**src/rtl/fifo_stream_reader.sv**
```systemverilog
// Drains a registered-output FIFO into a valid/ready stream: read in N, word valid in N+2.
// Read strobes stop once buffered plus pending words would exceed two, so backpressure never drops data.
module fifo_stream_reader #(
   parameter int WIDTH_DATA = 8,
   parameter int CNT_WIDTH  = 16
) (
   input  logic                  clk_i,
   input  logic                  rst_ni,
   input  logic                  en_i,
   input  logic                  fifo_empty_i,
   input  logic [WIDTH_DATA-1:0] fifo_data_i,
   output logic                  fifo_read_o,
   output logic                  m_valid_o,
   input  logic                  m_ready_i,
   output logic [WIDTH_DATA-1:0] m_data_o,
   output logic                  busy_o,
   output logic [CNT_WIDTH-1:0]  word_cnt_o
);

   logic [1:0]            cnt_q, cnt_d;
   logic                  rd_pend_q, rd_pend_d;
   logic                  head_q, head_d;
   logic                  tail_q, tail_d;
   logic [WIDTH_DATA-1:0] buf_q [0:1];
   logic [WIDTH_DATA-1:0] buf_d [0:1];
   logic [CNT_WIDTH-1:0]  word_cnt_q, word_cnt_d;
   logic                  pop;
   logic [1:0]            credit;

   always_comb begin
      pop    = (cnt_q != 2'd0) && m_ready_i;
      // Occupancy after this cycle, counting the word already requested from the FIFO.
      credit = cnt_q + {1'b0, rd_pend_q} - {1'b0, pop};
      fifo_read_o = rst_ni && en_i && !fifo_empty_i && (credit < 2'd2);

      rd_pend_d  = fifo_read_o;
      head_d     = head_q;
      tail_d     = tail_q;
      buf_d[0]   = buf_q[0];
      buf_d[1]   = buf_q[1];
      word_cnt_d = word_cnt_q;

      if (rd_pend_q) begin
         buf_d[tail_q] = fifo_data_i;
         tail_d        = ~tail_q;
      end
      if (pop) begin
         head_d     = ~head_q;
         word_cnt_d = word_cnt_q + {{(CNT_WIDTH-1){1'b0}}, 1'b1};
      end
      cnt_d = cnt_q + {1'b0, rd_pend_q} - {1'b0, pop};
   end

   always_ff @(posedge clk_i or negedge rst_ni) begin
      if (!rst_ni) begin
         cnt_q      <= 2'd0;
         rd_pend_q  <= 1'b0;
         head_q     <= 1'b0;
         tail_q     <= 1'b0;
         buf_q[0]   <= '0;
         buf_q[1]   <= '0;
         word_cnt_q <= '0;
      end else begin
         cnt_q      <= cnt_d;
         rd_pend_q  <= rd_pend_d;
         head_q     <= head_d;
         tail_q     <= tail_d;
         buf_q[0]   <= buf_d[0];
         buf_q[1]   <= buf_d[1];
         word_cnt_q <= word_cnt_d;
      end
   end

   assign m_valid_o  = (cnt_q != 2'd0);
   assign m_data_o   = buf_q[head_q];
   assign busy_o     = rd_pend_q || (cnt_q != 2'd0);
   assign word_cnt_o = word_cnt_q;

endmodule

```
**config.mk**
```make
export PLATFORM = sky130hd
export DESIGN_NAME = fifo_stream_reader
export DESIGN_NICKNAME = d
export VERILOG_FILES = /design/src/rtl/fifo_stream_reader.sv
export SDC_FILE = /design/constraint.sdc
export NUM_CORES = 1
export LEC_CHECK = 0
export CORE_MARGIN = 2
export CORE_UTILIZATION = 48
export DETAILED_ROUTE_END_ITERATION = 10
export MAX_ROUTING_LAYER = met4
export PLACE_DENSITY_LB_ADDON = 0.15
export SYNTH_ARGS = -nofsm -noshare
export SYNTH_HDL_FRONTEND = slang
export SYNTH_SLANG_ARGS = --single-unit
```
**constraint.sdc**
```tcl
create_clock -name clk_i -period 2.3 [get_ports clk_i]
set_clock_uncertainty 0.05 [all_clocks]
set_input_delay 0.46 -clock clk_i [delete_from_list [all_inputs] [get_ports clk_i]]
set_output_delay 0.46 -clock clk_i [all_outputs]
set_load 0.01 [all_outputs]
```
# == After elaboration in Yosys (flattened, before gate mapping) ==
# Index checks and enable logic that the tools add are counted.
# word_totals
regBits,37
in_bits,13
output_inout_bits,27
elab_cells,32
# op_classes
add_sub_neg,3
magnitude_cmp,4
n_mux,6
n_bitwise,4
n_reduce_logical,8
# ops
cell,count
two-way mux 8 bit,4
adder 16 x 1 -> 16 bit (second input constant),1
bitwise mux 16 bit,1
demux 8 bit (select 1 bit),1
logical AND 1 bit,5
>= comparator 2 bit (second input constant),2
inverter 1 -> 2 bit,2
adder 2 x 1 -> 2 bit,1
less-than comparator 2 x 1 -> 1 bit (second input constant),1
less-than comparator 2 bit (second input constant),1
inverter 1 bit,2
nonzero test 2 bit,1
subtractor 2 x 1 -> 2 bit,1
logical NOT 1 bit,1
logical OR 1 bit,1

# == Longest topological paths before layout ==
# logic_depth
depth_word,6
mapped_depth,8
mapped_depth_nobuf,8

# == Worst setup path before layout ==
# Ideal clock, no wire load.
# synth_path
path_type,register -> output
startpoint,register cnt_q[1]
endpoint,output fifo_read_o
arrival_ps,1870
required_time_ps,1790
path_slack_ps,-80
stages_incl_launch_ff,9
n_path_buf,0
path_cell_list,dfrtp_1 > o21ai_4 > inv_1 > ha_1 > inv_1 > ha_1 > xnor2_1 > xnor2_1 > nor3_1
# synth_via
elab_chain_cells,5
word_cells_on_any_way,6
classes_between,add/sub: 2; order compare: 1; reduce/logical: 3
# synth_rtl
item,line,source
"start, declared",20,"logic [1:0] cnt_q, cnt_d;"
"start signal, assigned",64,cnt_q <= cnt_d;
nonzero test 2 bit,31,pop = (cnt_q != 2'd0) && m_ready_i;
logical AND 1 bit,31,
net pop,27,logic pop;
subtractor 2 x 1 -> 2 bit,n/a,
net cnt_d[1],20,
less-than comparator 2 bit,34,fifo_read_o = rst_ni && en_i && !fifo_empty_i && (credit < 2'd2);
logical AND 1 bit,34,
"end, declared",12,"output logic fifo_read_o,"
# The timed path passes the listed nets, and every way through them passes these cells.

# == Worst setup path in the final report ==
# layout_path
startpoint,register cnt_q[0]
endpoint,output fifo_read_o
# The elaborated chain is that of the path after synthesis.

==> results.txt <==
The run finished, with violations left. The final reports fail on negative setup slack. In this run the static leakage power is 1.007 nW. The final estimated routing congestion in global placement is 0.7602. The area of combinational cells with multiple inputs is between 700 and 800 µm². After routing, the total negative slack on setup checks comes to -0.3041 ns. The iteration-0 DRC count of the detailed router is 20.

The critical path contains buffers and inverters numbering 3 combined. The library cells used most frequently in the layout, excluding fill and tap cells, are 35 x dfrtp_1, 34 x clkdlybuf4s50_1, 24 x mux2_2, 12 x xnor2_1. Relative to the synthesized area, the layout overhead comes to 42.35%.

The endpoint arrival time on the critical path is 2.09 ns. The total global routing track utilization came out at approximately 20%. The first global-routing pass estimated 5.223 mm of wire.

Grouping stages by cell kind, the critical path spends the most delay in adder cells. The tightest hold margin is 0.1088 ns. The worst-case clock buffer depth is 2.

In this run the core area contains 21 standard-cell rows. TritonCTS built the clock tree. The count of yosys warnings during synthesis is 0. The min-delay analysis places its worst path in the category primary input to asynchronous set/reset pin. The placeable core region is roughly 3300 µm². The finished layout holds 223 standard cells, fillers aside. From bottom edge to top edge, the die measures 61.92 µm. The first-pass iteration count of the detailed router came out at 3. The max-capacitance violation count came out at 0. Counting every net in the synthesized netlist gives about 140. The fraction of post-synthesis cell area in the top cell type by area is a little under three fifths. The synthesized cell area came out at 1610 µm². The cell count after placement is 210. The starting utilization of the core area is 49.03%. The floorplan step set the die width to 61.92 µm. The final layout contains routed wiring with a total length of around 3.3 mm. The wire-length estimate of the detail-placed layout is roughly 2.2 mm. The critical path starts at cnt_q[0]$_DFF_PN0_. Sequential elements use 57.50% of the synthesized area. For this design the top-level I/O count stands at 40.

The post-route minimum period is 2.604 ns. Leaving out fill and tap cells, the most frequent cell in the layout is dfrtp_1. In the post-route analysis, the smallest setup slack over all paths is -0.3041 ns. The number of endpoints failing setup at the final stage is 1.

The peak fanout along the critical path is 2. The count of different cell masters after synthesis came out at 20. The total overflow left after global routing is 0. Clock tree synthesis selected as its root buffer the cell clkbuf_4. The part of the cycle the worst path needs came out at 113.2%. Hold repair after CTS inserted 0 buffers. For the worst-skew pair, the clock arrives at the later sink with an insertion delay of 0.35 ns. The average size of a mapped cell is approximately 13 µm². The count of input and output buffers is 39. The number of buffers created by CTS came out at 5. For this design the ratio of total power to cell area is 1293 nW/µm².

The die covers between 3000 and 4000 µm². The final-report max-slew violation count came out at 0. Summed over all instances, the cell type with the most area after synthesis is dfrtp_1. The number of nets in the finished design is about 190.

The worst endpoint required time came out at 1.79 ns. The headroom to the max-slew limit is 69.44%. The initial antenna violation count came out at 0.

The largest net degree at the start of global routing is 38. After detailed routing, the number of remaining DRC violations is 0. The signal on the critical path passes through o21ai_4 -> inv_2 -> ha_4 -> inv_2 -> ha_4 -> xnor2_4 -> xnor2_2 -> nor3_2 -> buf_2. The via count is about 1100. The count of nets left with antenna violations after detail routing came out at 0.

The layout has 252 filler cells. After synthesis, the cell types taking the most area are dfrtp_1 57%, mux2_2 17%, xnor2_1 7.6%. The critical path launch point type is a flop.

The clock edge transition at the registers on the reported setup and hold paths is 0.11 ns. The number of antenna repair diodes is 0. The cell count after synthesis came out at 120.

The register bit total from synthesis came out at 37. The highest attainable clock frequency came out at 384.0 MHz. The worst register-to-register path begins at cnt_q[0]$_DFF_PN0_.

The largest single stage delay on the critical path is approximately 0.42 ns. The slowest stage of the critical path belongs to the cell dfrtp_1. Setup repair after global routing could not meet its margin everywhere.

The detail-routed net length per standard cell is between 10 and 15 µm. The total clock sinks came out at 37. The worst setup path is captured at an output pin. The worst-margin pin slew is about 0.46 ns. The via-per-instance ratio is just under 5. The total power of the final layout came out at about 0.0030 W. The storage element area is 928.4 µm².

The worst ir drop on vdd is 0.0009300 V. The type of the worst setup path is flop to output pin. The share of final-layout standard cells stronger than drive strength 1 came out at approximately a third. The via count of the first global-routing pass came to about 1200. The level count of the clock H-tree is 2. The hold violation count in the final report came to 0. The worst setup slack before clock tree synthesis came out at -0.8803 ns.
## power breakdown
| part | internal (W) | switching [W] | total, W |
|---|---|---|---|
| Combinational | 0.000839 | 0.000481 | 0.00132 |
| Clock | 0.000336 | 0.000212 | 0.000548 |
| Sequential | 0.000891 | 0.000205 | 0.00110 |
| Total | 0.00207 | 0.000899 | 0.00296 |
## stage by stage
| stage | utilization (%) | instance area, µm² |
|---|---|---|
| global placement | 63.92 | 2100 |
| detailed placement | 63.92 | 2100 |
| floorplan | - | 1615 |
| CTS | 69.07 | 2268 |
| global route | 69.79 | 2292 |
| finish | 69.79 | 2292 |
## kinds of logic (layout without fill, tap and decap cells)
kind of cell	after synthesis	in the layout	share of synthesized area [%]
and+or+nand+nor	31	31	10.57
muxes	24	24	16.78
DFF	37	37	57.50
xor gates and xnor gates	19	19	10.33
adders and majority gates	3	3	2.331
AOI/OAI and AO/OA	2	2	1.554
buffers and inverters	4	61	0.9321
## routing by layer
metal  vias up  track usage [%]  share of wire, %  routed length, µm
li1        523                -                 -                  -
met1       547            22.55                40               1331
met2        28            32.03                52               1723
met3         5            7.660               5.6                186
met4         0            8.207               1.8                 58
met5         -                -                 0                  0
## area by class of cell
class | count | area share, %
multi-input combinational | 79 | 31.66
tap | 46 | 2.511
timing repair buffer | 50 | 20.36
sequential | 37 | 40.50
inverter | 3 | 0.4913
clock buffer | 5 | 1.638
clock inverter | 3 | 2.838
## state kept, by name, summed over array words and instances, names as in the netlist
name / count
buf_q: 16
head_q: 1
word_cnt_o: 16
rd_pend_q: 1
cnt_q: 2
tail_q: 1
## what timing repair did
item	CTS	global route
buffers inserted	5	0
endpoints found under the setup margin	9	2
pin swaps	5	0
gates resized for setup	13	4
## path summary, 6_finish.rpt
path | slack [ns] | endpoint | cells after the start
min in group clk_i | 0.35 | rd_pend_q$_DFF_PN0_ | 3
setup / recovery | -0.30 | fifo_read_o | 9
hold reg to reg | 0.45 | word_cnt_o[15]$_DFFE_PN0P_ | 1
hold / removal | 0.11 | buf_q[8]$_DFFE_PN0P_ | 2
setup reg to reg | 0.34 | cnt_q[1]$_DFF_PN0_ | 10
max in group asynchronous | 1.74 | head_q$_DFFE_PN0P_ | 2
## cell usage after synthesis (all sizes together)
library cell / count
or2: 2
o2111ai: 1
ha: 3
inv: 3
nor2: 4
or3: 1
nand2: 11
nand4: 2
xor2: 5
nor3: 2
xnor2: 14
mux2: 24
clkbuf: 1
nor4: 1
and3: 2
o21ai: 1
dfrtp: 37
nand3: 6
(Power assumes the default switching activity.)
